==> src/rtl/cuenta_pkg.sv <==
// cuenta_pkg: state encodings and defaults shared by the master and the counting unit.
package cuenta_pkg;

    typedef enum logic [1:0] {
        REPOSO   = 2'd0,
        ARRANQUE = 2'd1,
        ESPERA   = 2'd2,
        ENTREGA  = 2'd3
    } estado_t;

    localparam int TIMEOUT_DEF = 32;
    localparam int W_VALOR_DEF = 3;

endpackage

==> src/rtl/temporizador.sv <==
// temporizador: saturating timeout counter with clear, enable and terminal-count output.
module temporizador
    import cuenta_pkg::*;
#(
    parameter int TIMEOUT = TIMEOUT_DEF
) (
    input  logic clk,
    input  logic reset_n,
    input  logic clear,
    input  logic enable,
    output logic terminal
);

    localparam int W = $clog2(TIMEOUT);

    logic [W-1:0] cnt;

    assign terminal = cnt == W'(TIMEOUT - 1);

    // Holding at terminal count keeps the counter from wrapping.
    always_ff @(posedge clk or negedge reset_n)
        if (!reset_n)
            cnt <= '0;
        else if (clear)
            cnt <= '0;
        else if (enable && !terminal)
            cnt <= cnt + 1'b1;

endmodule

==> src/rtl/maestro_cuenta.sv <==
// maestro_cuenta: host-side master that launches the counting unit, waits for fin or
// timeout, and holds the result until the host acknowledges it.
module maestro_cuenta
    import cuenta_pkg::*;
#(
    parameter int TIMEOUT = TIMEOUT_DEF,
    parameter int W_VALOR = W_VALOR_DEF
) (
    input  logic               clk,
    input  logic               reset_n,
    input  logic               pet,
    input  logic [W_VALOR-1:0] valor_in,
    output logic               listo,
    output logic [W_VALOR-1:0] valor,
    output logic               start,
    input  logic [3:0]         cuenta,
    input  logic               fin,
    output logic [3:0]         resultado,
    output logic               valido,
    output logic               error,
    input  logic               ack
);

    estado_t state;
    logic    terminal;

    temporizador #(.TIMEOUT(TIMEOUT)) u_temporizador (
        .clk     (clk),
        .reset_n (reset_n),
        .clear   (state == ARRANQUE),
        .enable  (state == ESPERA && !fin),
        .terminal(terminal)
    );

    // listo/start/valido are registered alongside the state so they never glitch.
    always_ff @(posedge clk or negedge reset_n)
        if (!reset_n) begin
            state     <= REPOSO;
            valor     <= '0;
            resultado <= '0;
            error     <= 1'b0;
            listo     <= 1'b1;
            start     <= 1'b0;
            valido    <= 1'b0;
        end else begin
            case (state)
                REPOSO:
                    if (pet) begin
                        valor <= valor_in;
                        listo <= 1'b0;
                        start <= 1'b1;
                        state <= ARRANQUE;
                    end
                ARRANQUE: begin
                    start <= 1'b0;
                    state <= ESPERA;
                end
                ESPERA:
                    if (fin || terminal) begin
                        resultado <= fin ? cuenta : 4'd0;
                        error     <= !fin;
                        valido    <= 1'b1;
                        state     <= ENTREGA;
                    end
                ENTREGA:
                    if (ack) begin
                        valido <= 1'b0;
                        listo  <= 1'b1;
                        state  <= REPOSO;
                    end
                default: state <= REPOSO;
            endcase
        end

endmodule

==> config.mk <==
export PLATFORM = sky130hd
export DESIGN_NAME = maestro_cuenta
export DESIGN_NICKNAME = d
export VERILOG_FILES = /design/src/rtl/cuenta_pkg.sv /design/src/rtl/temporizador.sv /design/src/rtl/maestro_cuenta.sv
export SDC_FILE = /design/constraint.sdc
export NUM_CORES = 1
export LEC_CHECK = 0
export CORE_MARGIN = 1
export CORE_UTILIZATION = 44
export CTS_CLUSTER_DIAMETER = 50
export DETAILED_ROUTE_END_ITERATION = 12
export GPL_TIMING_DRIVEN = 0
export HOLD_SLACK_MARGIN = 0.15
export PLACE_DENSITY = 0.86
export SLEW_MARGIN = 20
export SYNTH_ARGS = -nofsm -noshare
export SYNTH_HDL_FRONTEND = slang
export SYNTH_SLANG_ARGS = --single-unit
==> constraint.sdc <==
create_clock -name clk -period 2.4 [get_ports clk]
set_clock_uncertainty 0.05 [all_clocks]
set_input_delay 0.48 -clock clk [delete_from_list [all_inputs] [get_ports clk]]
set_output_delay 0.48 -clock clk [all_outputs]
set_load 0.005 [all_outputs]
; Yosys cells after proc, flatten, opt, wreduce, memory -nomap -nowiden
; Cells that the tools add are included.
[word_totals]
register_bits = 18
elab_cells = 47
[op_classes]
add_sub_neg = 1
eq_ne = 7
muxes = 15
reduce_logical = 16
[op_table]
columns = op, count
row1 = $mux W5, 2
row2 = $reduce_and A3 Y1, 3
row3 = $pmux W2 S4, 1
row4 = $reduce_bool A2 Y1, 4
row5 = $mux W2, 3
row6 = $pmux W1 S2, 3
row7 = $reduce_and A2 Y1, 3
row8 = $add A5 B1 Y5 const B, 1
row9 = $eq A5 B5 Y1 const B, 1
row10 = $mux W1, 5
row11 = $eq A2 B2 Y1 const B, 2
row12 = $mux W4, 1
row13 = $ne A2 B2 Y1 const B, 2
row14 = $eq A2 B1 Y1 const B, 1
row15 = $logic_and A1 B1 Y1, 2
row16 = $logic_not A1 Y1, 2
row17 = $logic_not A2 Y1, 1
row18 = $ne A2 B1 Y1 const B, 1
row19 = $logic_or A1 B1 Y1, 1

; Longest topological paths before layout
[depth]
ltp_word = 5
ltp_mapped = 6

; Modules after synthesis
; A second synthesis with hierarchy kept.
[hier_totals]
hier_cells = 75
hier_area_um2 = 917.1
[modules_own_cells]
columns = mod, n_inst, cells_per_inst, area_each_um2
row1 = maestro_cuenta, 1, 52, 668.1
row2 = temporizador, 1, 23, 249.0

; Worst setup path after synthesis
; OpenSTA, ideal clock, no wires.
[synth_path]
path_kind = register -> register
startpoint = register u_temporizador.cnt[0]
endpoint = register state[1]
setup_ps = 125
t_arrival_ps = 1701
required_ps = 2225
path_slack_ps = 524
path_stages_with_launch = 7
n_path_buf = 0
path_cell_list = dfrtp_1 -> ha_1 -> and3_1 -> ha_1 -> nor3b_4 -> nor3_2 -> mux2_4
[synth_via]
elab_chain_len = 4
[synth_lines]
columns = item, line_no
row1 = "start, declared", temporizador.sv:16  ; logic [W-1:0] cnt;
row2 = "start signal, assigned", temporizador.sv:27  ; cnt <= cnt + 1'b1;
row3 = $eq A5 B5 Y1, temporizador.sv:18  ; assign terminal = cnt == W'(TIMEOUT - 1);
row4 = $logic_or A1 B1 Y1, maestro_cuenta.sv:59  ; if (fin || terminal) begin
row5 = $ne A2 B1 Y1 (no line), --
row6 = $reduce_and A3 Y1 (no line), --
row7 = "end signal, assigned", maestro_cuenta.sv:56  ; state <= ESPERA;
row8 = "end signal, assigned", maestro_cuenta.sv:63  ; state <= ENTREGA;
row9 = "end signal, assigned", maestro_cuenta.sv:69  ; state <= REPOSO;
row10 = "end, declared", maestro_cuenta.sv:24  ; estado_t state;
; Every way passes these cells.
; A chain may end at the register's enable or synchronous reset.

; Final worst setup path
; Same ends and word-level chain as after synthesis.

==> results.sh <==
export IMPL_pin_count=23
export IMPL_clk_latency_ps=300
export IMPL_yosysMostFrequentCell="dfrtp_1"
export IMPL_numCtsBuffers=3
export IMPL_htreeDepth=1
export IMPL_outcome="completed"
export IMPL_n_antenna_cell=0
export IMPL_die_h_um=46.5
export IMPL_holdWs_ps=343
export IMPL_critPathTopFamily="simple AND/OR/NAND/NOR gates"
export IMPL_dieWidth_um=46.5
export IMPL_yosys_area_top_type="dfrtp_1"
export IMPL_ys_flop_type="dfrtp_1"
export IMPL_clockRootBuffer="clkbuf_4"
export IMPL_ir_drop_v=0.000672
export IMPL_fp_row_count=15
export IMPL_cts_hold_buf=0
export IMPL_track_usage_pct=18.2
export IMPL_first_pass_iters=4
export IMPL_start_util_pct=48.8
export IMPL_finalSetupTns_ps=0
export IMPL_wl_per_cell_um=13.4
export IMPL_synthCells=71
export IMPL_cts_resized=0
export IMPL_setup_violations=0
export IMPL_antenna_left=0
export IMPL_syn2layout_area_growth_pct=30.8
export IMPL_synth_area_sq_um=870
export IMPL_cts_sinks=18
export IMPL_ys_ff_latch=18
export IMPL_synth_edf_count=0
export IMPL_ys_seq_area_share_pct=51.9
export IMPL_avgViaCountPerCell=5.23
export IMPL_antenna_found_initial=0
export IMPL_slew_violations=0
export IMPL_crit_fanout=6
export IMPL_cts_buffer_depth=2
export IMPL_ys_types=24
export IMPL_max_slew_margin_rel_pct=48.3
export IMPL_num_nets_final=115
export IMPL_tightest_slew_ps=773
export IMPL_powerDensity_mw_per_mm2=1090
export IMPL_finalWeightedCongestion=0.714
export IMPL_critical_path_arrival_ps=2200
export IMPL_maxCapViolCount=0
export IMPL_min_period_ps=2050
export IMPL_yosysWarnings=0
export IMPL_synth_top_cell_area_share_pct=48.9
export IMPL_hold_class="in -> reg"
export IMPL_crit_required_ps=2540
export IMPL_hpwl_um=1220
export IMPL_fin_cells=121
export IMPL_cts_setup_buffers=0
export IMPL_fin_total_pwr_mw=1.23
export IMPL_cts_tree="built"
export IMPL_async_reset_ff_share_pct=100
export IMPL_worstSetupEndpointType="flip-flop"
export IMPL_setup_worst_path_class="reg -> reg"
export IMPL_core_area_sq_mm=0.00178
export IMPL_power_leakage_nw=0.506
export IMPL_cp_slowest_cell="dfrtp_1"
export IMPL_clk_pin_slew_ps=100
export IMPL_synthTopCellsByCount="17 x dfrtp_1, 6 x a21oi_1, 6 x ha_1"
export IMPL_port_buffers=21
export IMPL_cpMostUsedCell="ha_1"
export IMPL_vias=633
export IMPL_grt_max_degree=19
export IMPL_fin_crit_sh_pct=85.5
export IMPL_grt_overflow_total=0
export IMPL_hold_viol=0
export IMPL_drive_above_1_share_pct=15.6
export IMPL_synth_avg_cell_area_sq_um=12.2
export IMPL_crit_chain="ha_1 -> and3_1 -> ha_1 -> nor3b_4 -> nor3_2 -> mux2_4"
export IMPL_drc=0
export IMPL_die_area_sq_mm=0.00216
export IMPL_placed_cells=117
export IMPL_path_buf_inv=0
export IMPL_syn_nets=89
export IMPL_detail_route_iter0_violations=7
export IMPL_synth_area_leaders="dfrtp_1 49%, ha_1 8.6%, a32o_1 4.6%, mux2_2 3.9%, a21oi_1 3.5%"
export IMPL_startpoint_type="flip-flop"
export IMPL_grt_setup_unrepaired="false"
export IMPL_cpPeakStageDelay_ps=420
export IMPL_wl_um=1620
export IMPL_grt_pass1_wl_um=2620
export IMPL_max_freq_mhz=487
export IMPL_grt_pass1_vias=617
[power breakdown]
group | internal, mW | switching (mW) | total [mW]
Combinational | 0.348 | 0.223 | 0.571
Sequential | 0.425 | 0.0775 | 0.502
Clock | 0.0648 | 0.0966 | 0.161
[layout by cell type, fill, tap and decap left out, types with 2 or more instances in the layout]
cell and n:
inv_1 3, mux2_2 3, clkbuf_4 3, mux2i_1 3
a21oi_1 6, clkdlybuf4s50_1 21, a32o_1 4, dfrtp_1 17
and3_1 2, nor2b_1 2, o21ai_0 3, xnor2_1 2
nor2_1 4, nand2_1 5, ha_1 6
[cells by family (layout without fill, tap and decap cells)]
kind of cell               count (synthesis)  count (layout)  share of synthesized area [%]
muxes                                      7               7                           9.06
DFF                                       18              18                           51.9
and+or+nand+nor                           17              17                           12.1
adders and majority gates                  6               6                           8.63
buffers and inverters                      5              30                           3.16
xor gates and xnor gates                   2               2                           2.01
AOI/OAI and AO/OA                         16              16                           13.1
[worst register-to-register path: stages (launching register included)]
cell,delay [ps]
dfrtp_1,420
ha_1,220
and3_1,180
ha_1,270
nor3b_4,390
nor3_2,120
mux2_4,300
[worst paths after layout]
kind,cells after the start,startpoint,slack [ps],to
min in group asynchronous,1,reset_n,570,resultado[3]
min reg2reg,1,resultado[0],450,resultado[0]
max reg2reg,6,u_temporizador.cnt[0],350,state[1]
max in group asynchronous,1,reset_n,1250,state[0]
max,6,u_temporizador.cnt[0],350,state[1]
min,2,fin,340,error
[metrics by stage]
step           setup WS [ps]  util, %  area (sq um)
2_1_floorplan            524        -           870
3_3_place_gp             387     62.3          1110
3_5_place_dp             368     62.3          1110
4_1_cts                  343     63.8          1140
5_1_grt                  256     63.8          1140
6_report                 348     63.8          1140
[state kept, by name, summed over array words and instances, names as in the netlist]
register and count:
u_temporizador.cnt 5, valido 1, error 1, resultado 4
start 1, listo 1, valor 3, state 2
[per-layer routing]
| metal | GRT usage [%] | share of wire [%] | vias to the layer above |
|---|---|---|---|
| met5 | 0 | 0 | - |
| met4 | 10.6 | 2.5 | 0 |
| met3 | 2.35 | 4.6 | 5 |
| met2 | 31.9 | 49 | 24 |
| met1 | 20.7 | 44 | 296 |
| li1 | - | - | 308 |
[cell type report]
class | count | area (sq um)
buffer | 2 | 16.3
clock buffer | 4 | 26.3
fill | 154 | 646
inverter | 3 | 11.3
multi-input combinational | 48 | 390
sequential | 18 | 452
tap | 25 | 31.3
timing repair buffer | 21 | 210
(Power assumes the default switching activity.)
